### src/rtl/arm_ctrl_pkg.sv
// Shared definitions for the multicycle ARM control unit: state encoding, opcode and
// ALU command codes, datapath selector values, condition codes and the control bundle.
package arm_ctrl_pkg;

  typedef enum logic [3:0] {
    S_FETCH  = 4'd0,
    S_DECODE = 4'd1,
    S_MEMADR = 4'd2,
    S_MEMRD  = 4'd3,
    S_MEMWB  = 4'd4,
    S_MEMWR  = 4'd5,
    S_EXECR  = 4'd6,
    S_EXECI  = 4'd7,
    S_ALUWB  = 4'd8,
    S_BRANCH = 4'd9
  } state_t;

  localparam logic [1:0] OP_DP  = 2'b00;
  localparam logic [1:0] OP_MEM = 2'b01;
  localparam logic [1:0] OP_B   = 2'b10;

  localparam logic [3:0] CMD_AND = 4'b0000;
  localparam logic [3:0] CMD_SUB = 4'b0010;
  localparam logic [3:0] CMD_ADD = 4'b0100;
  localparam logic [3:0] CMD_CMP = 4'b1010;
  localparam logic [3:0] CMD_ORR = 4'b1100;

  localparam logic [1:0] ALU_ADD = 2'b00;
  localparam logic [1:0] ALU_SUB = 2'b01;
  localparam logic [1:0] ALU_AND = 2'b10;
  localparam logic [1:0] ALU_ORR = 2'b11;

  localparam logic [1:0] RES_ALUOUT    = 2'b00;
  localparam logic [1:0] RES_DATA      = 2'b01;
  localparam logic [1:0] RES_ALURESULT = 2'b10;

  localparam logic [1:0] SRCB_RD2    = 2'b00;
  localparam logic [1:0] SRCB_EXTIMM = 2'b01;
  localparam logic [1:0] SRCB_FOUR   = 2'b10;

  typedef enum logic [3:0] {
    COND_EQ = 4'b0000, COND_NE = 4'b0001, COND_CS = 4'b0010, COND_CC = 4'b0011,
    COND_MI = 4'b0100, COND_PL = 4'b0101, COND_VS = 4'b0110, COND_VC = 4'b0111,
    COND_HI = 4'b1000, COND_LS = 4'b1001, COND_GE = 4'b1010, COND_LT = 4'b1011,
    COND_GT = 4'b1100, COND_LE = 4'b1101, COND_AL = 4'b1110, COND_NV = 4'b1111
  } cond_t;

  typedef struct packed {
    logic       pc_write;
    logic       adr_src;
    logic       mem_write;
    logic       ir_write;
    logic       reg_write;
    logic [1:0] result_src;
    logic       alu_src_a;
    logic [1:0] alu_src_b;
    logic [1:0] alu_control;
    logic [1:0] imm_src;
    logic [1:0] reg_src;
    logic       nz_en;
    logic       cv_en;
  } ctrl_t;

endpackage

### src/rtl/condcheck.sv
// ARM condition-code evaluator: decides whether an instruction executes given NZCV.
module condcheck
  import arm_ctrl_pkg::*;
(
  input  logic [3:0] cond_i,
  input  logic [3:0] flags_i,
  output logic       cond_ex_o
);

  logic n, z, c, v;
  assign {n, z, c, v} = flags_i;

  always_comb begin
    cond_ex_o = 1'b0;
    case (cond_i)
      COND_EQ: cond_ex_o = z;
      COND_NE: cond_ex_o = ~z;
      COND_CS: cond_ex_o = c;
      COND_CC: cond_ex_o = ~c;
      COND_MI: cond_ex_o = n;
      COND_PL: cond_ex_o = ~n;
      COND_VS: cond_ex_o = v;
      COND_VC: cond_ex_o = ~v;
      COND_HI: cond_ex_o = c & ~z;
      COND_LS: cond_ex_o = ~c | z;
      COND_GE: cond_ex_o = (n == v);
      COND_LT: cond_ex_o = (n != v);
      COND_GT: cond_ex_o = ~z & (n == v);
      COND_LE: cond_ex_o = z | (n != v);
      COND_AL: cond_ex_o = 1'b1;
      default: cond_ex_o = 1'b0;
    endcase
  end

endmodule

### src/rtl/flopenr.sv
// Enabled register with asynchronous active-low reset to a parameterised value.
module flopenr #(
  parameter int               WIDTH   = 2,
  parameter logic [WIDTH-1:0] RST_VAL = '0
) (
  input  logic             clk,
  input  logic             rst_n,
  input  logic             en_i,
  input  logic [WIDTH-1:0] d_i,
  output logic [WIDTH-1:0] q_o
);

  always_ff @(posedge clk or negedge rst_n) begin
    if (!rst_n)    q_o <= RST_VAL;
    else if (en_i) q_o <= d_i;
  end

endmodule

### src/rtl/mc_ctrl_fsm.sv
// Multicycle ARM control unit: sequences fetch/decode/execute/memory/writeback, owns the
// NZCV flags and gates every architectural write with the condition latched at decode.
module mc_ctrl_fsm
  import arm_ctrl_pkg::*;
#(
  parameter state_t     RESET_STATE = S_FETCH,
  parameter logic [3:0] FLAG_RESET  = 4'b0000
) (
  input  logic       clk,
  input  logic       reset,
  input  logic [3:0] Cond,
  input  logic [1:0] Op,
  input  logic [5:0] Funct,
  input  logic [3:0] Rd,
  input  logic [3:0] ALUFlags,
  output logic       PCWrite,
  output logic       AdrSrc,
  output logic       MemWrite,
  output logic       IRWrite,
  output logic       RegWrite,
  output logic [1:0] ResultSrc,
  output logic       ALUSrcA,
  output logic [1:0] ALUSrcB,
  output logic [1:0] ALUControl,
  output logic [1:0] ImmSrc,
  output logic [1:0] RegSrc,
  output logic [3:0] Flags,
  output logic [3:0] State
);

  state_t     state_q, state_d;
  logic       condex_q;
  logic       cond_ex;
  logic [1:0] nz_q, cv_q;
  ctrl_t      ctrl, ctrl_out;

  logic       is_imm, s_l, u_bit, rd_pc;
  logic [3:0] cmd;
  logic [1:0] alu_op;
  logic       alu_known, alu_arith, is_cmp, dp_writes;

  assign is_imm    = Funct[5];
  assign cmd       = Funct[4:1];
  assign u_bit     = Funct[3];
  assign s_l       = Funct[0];
  assign rd_pc     = (Rd == 4'hF);
  assign dp_writes = alu_known & ~is_cmp;

  condcheck u_condcheck (
    .cond_i   (Cond),
    .flags_i  (Flags),
    .cond_ex_o(cond_ex)
  );

  // Unrecognised commands still run through the ALU as ADD but write nothing.
  always_comb begin
    alu_op    = ALU_ADD;
    alu_known = 1'b1;
    alu_arith = 1'b1;
    is_cmp    = 1'b0;
    case (cmd)
      CMD_ADD: alu_op = ALU_ADD;
      CMD_SUB: alu_op = ALU_SUB;
      CMD_AND: begin alu_op = ALU_AND; alu_arith = 1'b0; end
      CMD_ORR: begin alu_op = ALU_ORR; alu_arith = 1'b0; end
      CMD_CMP: begin alu_op = ALU_SUB; is_cmp = 1'b1; end
      default: begin alu_known = 1'b0; alu_arith = 1'b0; end
    endcase
  end

  // NOTE: sequential state uses non-blocking assignments so every flop samples pre-edge values.
  always_ff @(posedge clk or negedge reset) begin
    if (!reset) begin
      state_q  <= RESET_STATE;
      condex_q <= 1'b0;
    end else begin
      state_q <= state_d;
      if (state_q == S_DECODE) condex_q <= cond_ex;
    end
  end

  // NOTE: every signal gets a default before the case so no latch is inferred.
  always_comb begin
    state_d      = S_FETCH;
    ctrl         = '0;
    ctrl.imm_src = Op;
    ctrl.reg_src = {(Op == OP_MEM) & ~s_l, (Op == OP_B)};
    case (state_q)
      S_FETCH: begin
        state_d         = S_DECODE;
        ctrl.ir_write   = 1'b1;
        ctrl.alu_src_a  = 1'b1;
        ctrl.alu_src_b  = SRCB_FOUR;
        ctrl.result_src = RES_ALURESULT;
        ctrl.pc_write   = 1'b1;
      end
      S_DECODE: begin
        ctrl.alu_src_a = 1'b1;
        ctrl.alu_src_b = SRCB_FOUR;
        case (Op)
          OP_MEM:  state_d = S_MEMADR;
          OP_DP:   state_d = is_imm ? S_EXECI : S_EXECR;
          OP_B:    state_d = S_BRANCH;
          default: state_d = S_FETCH;
        endcase
      end
      S_MEMADR: begin
        state_d          = s_l ? S_MEMRD : S_MEMWR;
        ctrl.alu_src_b   = SRCB_EXTIMM;
        ctrl.alu_control = u_bit ? ALU_ADD : ALU_SUB;
      end
      S_MEMRD: begin
        state_d      = S_MEMWB;
        ctrl.adr_src = 1'b1;
      end
      S_MEMWB: begin
        ctrl.result_src = RES_DATA;
        ctrl.reg_write  = condex_q & ~rd_pc;
        ctrl.pc_write   = condex_q & rd_pc;
      end
      S_MEMWR: begin
        ctrl.adr_src   = 1'b1;
        ctrl.mem_write = condex_q;
      end
      S_EXECR, S_EXECI: begin
        state_d          = S_ALUWB;
        ctrl.alu_src_b   = (state_q == S_EXECI) ? SRCB_EXTIMM : SRCB_RD2;
        ctrl.alu_control = alu_op;
        ctrl.nz_en       = condex_q & alu_known & (s_l | is_cmp);
        ctrl.cv_en       = condex_q & alu_known & (s_l | is_cmp) & alu_arith;
      end
      S_ALUWB: begin
        ctrl.result_src = RES_ALUOUT;
        ctrl.reg_write  = condex_q & dp_writes & ~rd_pc;
        ctrl.pc_write   = condex_q & dp_writes & rd_pc;
      end
      S_BRANCH: begin
        ctrl.alu_src_b  = SRCB_EXTIMM;
        ctrl.result_src = RES_ALURESULT;
        ctrl.pc_write   = condex_q;
      end
      default: state_d = S_FETCH;
    endcase
  end

  // Asserting reset kills every strobe combinationally, so an aborted cycle writes nothing.
  assign ctrl_out = reset ? ctrl : '0;

  flopenr #(.WIDTH(2), .RST_VAL(FLAG_RESET[3:2])) u_flag_nz (
    .clk  (clk),
    .rst_n(reset),
    .en_i (ctrl_out.nz_en),
    .d_i  (ALUFlags[3:2]),
    .q_o  (nz_q)
  );

  flopenr #(.WIDTH(2), .RST_VAL(FLAG_RESET[1:0])) u_flag_cv (
    .clk  (clk),
    .rst_n(reset),
    .en_i (ctrl_out.cv_en),
    .d_i  (ALUFlags[1:0]),
    .q_o  (cv_q)
  );

  assign PCWrite    = ctrl_out.pc_write;
  assign AdrSrc     = ctrl_out.adr_src;
  assign MemWrite   = ctrl_out.mem_write;
  assign IRWrite    = ctrl_out.ir_write;
  assign RegWrite   = ctrl_out.reg_write;
  assign ResultSrc  = ctrl_out.result_src;
  assign ALUSrcA    = ctrl_out.alu_src_a;
  assign ALUSrcB    = ctrl_out.alu_src_b;
  assign ALUControl = ctrl_out.alu_control;
  assign ImmSrc     = ctrl_out.imm_src;
  assign RegSrc     = ctrl_out.reg_src;
  assign Flags      = {nz_q, cv_q};
  assign State      = state_q;

endmodule

### config.mk
export PLATFORM = sky130hd
export DESIGN_NAME = mc_ctrl_fsm
export DESIGN_NICKNAME = d
export VERILOG_FILES = /design/src/rtl/arm_ctrl_pkg.sv /design/src/rtl/condcheck.sv /design/src/rtl/flopenr.sv /design/src/rtl/mc_ctrl_fsm.sv
export SDC_FILE = /design/constraint.sdc
export NUM_CORES = 1
export LEC_CHECK = 0
export CAP_MARGIN = 0
export CORE_MARGIN = 2
export CORE_UTILIZATION = 43
export DETAILED_ROUTE_END_ITERATION = 6
export PLACE_DENSITY_LB_ADDON = 0.05
export SYNTH_ARGS = -nofsm -noshare
export SYNTH_HDL_FRONTEND = slang
export SYNTH_SLANG_ARGS = --single-unit
### constraint.sdc
create_clock -name clk -period 2.64 [get_ports clk]
set_input_delay 0.66 -clock clk [delete_from_list [all_inputs] [get_ports clk]]
set_output_delay 0.66 -clock clk [all_outputs]
set_load 0.005 [all_outputs]
* After elaboration in Yosys (flattened, before gate mapping) *
Cells that the tools add are included.

storage, ports and cells
  register bits = 9
  logic and storage cells = 92
  output and inout port bits = 24
  input port bits = 22

cells by class
  reductions and logical operators = 12
  muxes and demuxes = 22
  equal/unequal tests = 32
  bitwise operators = 22

operators with widths
  cell                  count
  $eq A4 B4 Y1 const B  12
  $eq A4 B3 Y1 const B  9
  $eq A4 B2 Y1 const B  5
  $pmux W4 S5           1
  $mux W18              1
  $pmux W1 S15          1
  $and A1 B1 Y1         12
  $logic_not A4 Y1      3
  $pmux W2 S3           2
  $pmux W4 S3           1
  $reduce_or A2 Y1      6
  $mux W1               10
  $eq A4 B1 Y1 const B  2
  $pmux W2 S2           2
  $not A1 Y1            7
  $reduce_or A5 Y1      1
  $pmux W1 S4           1
  $mux W3               1
  $or A1 B1 Y1          3
  $reduce_or A3 Y1      1
  $eq A2 B1 Y1 const B  1
  $eq A2 B2 Y1 const B  1
  $logic_not A2 Y1      1
  $mux W2               1
  3 further kinds       3

* Depth between registers and ports, before layout *
  word-level depth = 8
  mapped depth = 5
  gate-level depth less buffers = 4

* Cells and area by module *
From an unflattened synthesis, not the netlist that was laid out.

second synthesis, totals
  cell total of the unflattened synthesis = 123
  area, all modules = 1014.7 sq um

modules (own cells, without submodules)
  module       area an instance (sq um)  instances  cells each  seq. area each (sq um)
  mc_ctrl_fsm  675.6                     1          87          125.1
  condcheck    193.9                     1          28          0.0
  flopenr      72.6                      2          4           50.0

* Worst setup path after synthesis *
OpenSTA, ideal clock, no wires.

  path kind = input port to output port
  start = in reset
  end = out ALUSrcB[1]
  slack = 568 ps
  required time = 1980 ps
  stages = 4
  arrival = 1412 ps
  path buffers = 2
  cell sequence = clkbuf_1 nand2b_1 nor3_1 buf_4

on the way
  word-level cells in the longest chain between the ends = 1

ends and longest elaborated chain
  element      RTL line            text
  from (decl)  mc_ctrl_fsm.sv:10   input logic reset,
  $mux W18     mc_ctrl_fsm.sv:147  assign ctrl_out = reset ? ctrl : '0;
  to (decl)    mc_ctrl_fsm.sv:23   output logic [1:0] ALUSrcB,

Every way passes these cells.

* Worst setup path after layout *
  start = in Funct[2]
  end = out ALUControl[0]

on the way
  word-level cells in the longest chain between the ends = 5
  elaborated cells on any way between the ends = 8
  classes of those cells = 3 x eq/ne; 3 x mux; 2 x reduce/logical

ends and longest elaborated chain
  element                                              RTL line            text
  from (decl)                                          mc_ctrl_fsm.sv:13   input logic [5:0] Funct,
  $eq A4 B4 Y1 / $eq A4 B2 Y1 (equally long branches)  mc_ctrl_fsm.sv:61   case (cmd)
  $reduce_or A2 Y1 (no line)                           -
  $pmux W2 S3 (*)                                      mc_ctrl_fsm.sv:61
  $pmux W2 S2 (*)                                      mc_ctrl_fsm.sv:88   case (state_q)
  $mux W18 (*)                                         mc_ctrl_fsm.sv:147
  to (decl)                                            mc_ctrl_fsm.sv:24   output logic [1:0] ALUControl,

Every way passes the cells marked *; elsewhere a longest branch is shown, timed or not.

==> flow_summary.toml <==
[yosys]
netlist_top_cells_area = "dfrtp_1, nor3_1, nand2b_1"
netlist_area_um2 = 910
synth_nets = 140
synth_edf_count = 0
yosys_warnings = 0
synth_top_area_share_pct = 24.8
synthArstFlopShare_pct = 100
synth_area_leader_cell = "dfrtp_1"
synth_most_common_cell = "nor3_1"
synth-seq-cells = 9
seq_area_frac_synth_pct = 24.8
synth_cell_type_count = 44
syn-instance-count = 118
avgSynthCellArea_um2 = 7.71
synth_common_cells = "nor3_1, nand2_1, dfrtp_1"
yosys_most_used_dff = "dfrtp_1"

[run]
cap_violations = 0

[critical_path]
worstSetupStartpointType = "input pin"
path_buf_inv = 2
r2r_setup_slack_ns = 0.84
crit_slowest_cell = "dlygate4sd2_1"
required_ns = 1.98
slowest_delay_ns = 0.27
r2r-end = "u_flag_nz.q_o[1]"
critical_path_depth = 6
endpoint = "ALUControl[0]"
end_kind = "output pin"
critical_path_class = "in2out"
r2r-start = "State[3]"
crit_family = "buffers and inverters"
cp_common_cell = "dlygate4sd2_1"
worst_ep_arrival_time_ns = 1.87
startpoint = "Funct[2]"
critPathMaxFanout = 5
r2r_cells = 4
cp_cell_sequence = "dlygate4sd2_1 > and3b_1 > o211ai_1 > o21ai_1 > and2_1 > dlygate4sd2_1"

[clock_network]
clk_pin_slew_worst_paths_ns = 0.06
post_cts_buffers = 0
cts_buffers = 3
cts_root_buf = "clkbuf_4"
cts.sinks = 9
cts.htree.levels = 1
cts_tree = "built"
hold_buffers = 0
clk_path_buf_depth = 2
clk_latency_ns = 0.26

[detailed_routing]
detail-route-antenna-nets = 0
wl_per_cell_um = 14.2
routed_via_density = 5.68
vias = 1119
drtIter0Drc = 19
drc = 0
first_pass_iters = 4
drt-total-wl_um = 2810

[status]
outcome = "finished clean"

[power_and_ir_drop]
p_leak_nw = 0.686
pwr-share-clk_pct = 11.7
combPwrFrac_pct = 57.7
max-vdd-ir-drop_v = 0.000567
p_per_area_nw_per_um2 = 618
pwr-share-seq_pct = 30.7
swShare_pct = 39.8
power_switching_mw = 0.368
p_int_mw = 0.558

[timing]
rsz0062_at_grt = "false"
hold_viol_final = 0
drv_slew = 0
worst_slew_pin_slew_ns = 0.438
finalCritPeriodShare_pct = 95.9
period_needed_ns = 2.53
max_freq_mhz = 395
clock_skew_ns = 0.00267
setup_violations = 0
relSlewSlack_pct = 70.7

[cells_and_area]
nets = 193
fillerInstances = 144
utilization_pct = 75.6
antennaDiodeCount = 0
syn2layout_area_growth_pct = 64.6
drive_above_1_share_pct = 18.2
finalNonFillerCells = 197

[die]
die-area_um2 = 2500
ios = 46
die_height_um = 50.0
start_util_pct = 45.9
core_um2 = 1980
fp.dieW_um = 50.0
fp-row-count = 16

[placement]
place_congestion = 0.817
io_buffers = 45
hpwl_um = 2190
post-place-cells = 193

[global_routing]
antenna_found_initial = 0
grt_usage_pct = 23.7
grt_max_degree = 14
grt_pass1_wl_um = 4650
grt_overflow = 0
grt_pass1_vias = 1032

[hold_path]
hp-class = "in2async"
-- area by class of cell --
class	count	area (um^2)	area share, %
clock buffers	4	26.3	1.75
repair buffers	58	546	36.4
flip-flops and latches	9	229	15.3
well taps	27	33.8	2.26
inverters	3	11.3	0.752
multi-input cells	96	652	43.5
-- timing repair --
item	CTS	global route
endpoints found under the hold margin	0	0
pin swaps	4	0
resized for setup	18	7
setup endpoints to repair	14	7
-- worst register-to-register path: cells and delay by family (launching register included) --
| family | cells | cell delay, ns |
|---|---|---|
| flip-flops | 1 | 0.49 |
| multiplexers | 1 | 0.30 |
| AND/OR/NAND/NOR | 3 | 0.89 |
-- through the flow --
step	cell area [um^2]	total power, mW	TNS (ns)	worst slack (ns)	hold slack [ns]
final	1500	0.926	0	0.109	0.369
after global routing	1500	0.997	0	0.00660	0.385
after CTS	1490	0.924	0	0.0169	0.551
after detailed placement	1450	0.800	-2.38	-0.341	0.577
after global placement	1450	0.783	-2.12	-0.252	0.586
after floorplan	910	0.526	0	0.568	0.364
-- routing by layer --
layer  vias to the layer above  GRT usage [%]  share of wire [%]
met5                         -              0                  0
met4                         0           6.48                1.3
met3                         8           5.76                5.9
met2                        41           38.8                 49
met1                       526           30.8                 44
li1                        544              -                  -
-- layout by cell type (no fill, tap or decap), drive strengths merged, types with 2 or more instances in the layout --
cell           count
clkdlybuf4s50     34
buf               13
nor3              11
nand2             10
dfrtp              9
o21ai              8
nand2b             7
dlygate4sd2        7
nor2               6
clkbuf             5
a21oi              4
and2               4
nor3b              4
mux2               4
xor2               3
inv                3
nor4               3
mux2i              3
dlymetal6s2s       3
nor2b              3
a211oi             2
nand4              2
a31oi              2
and3b              2
-- registers in the layout, summed over array words and instances (netlist names) --
name	flops
condex_q	1
u_flag_nz.q_o	2
State	4
u_flag_cv.q_o	2
-- cell families after synthesis --
kind of cell,after synthesis,synth area share (%)
AOI/OAI and AO/OA,28,20.8
and+or+nand+nor,58,36.6
muxes,7,9.08
xor gates and xnor gates,3,2.89
buffers and inverters,13,5.91
DFF,9,24.8
-- worst min-delay path by stage --
stage | endpoint | from | slack, ns
after floorplan | State[0] | reset | 0.36
after global placement | u_flag_cv.q_o[1] | u_flag_cv.q_o[1] | 0.59
after detailed placement | u_flag_cv.q_o[1] | u_flag_cv.q_o[1] | 0.58
after CTS | State[1] | reset | 0.55
after global routing | State[1] | reset | 0.38
final | State[1] | reset | 0.37
-- power groups by stage --
stage               sequential, mW  combinational [mW]  clock [mW]
floorplan                    0.219               0.307           0
global placement             0.273               0.510           0
detailed placement           0.274               0.526           0
CTS                          0.280               0.534       0.110
global route                 0.293               0.589       0.116
finish                       0.284               0.534       0.108
Power figures use the tool's default switching activity.
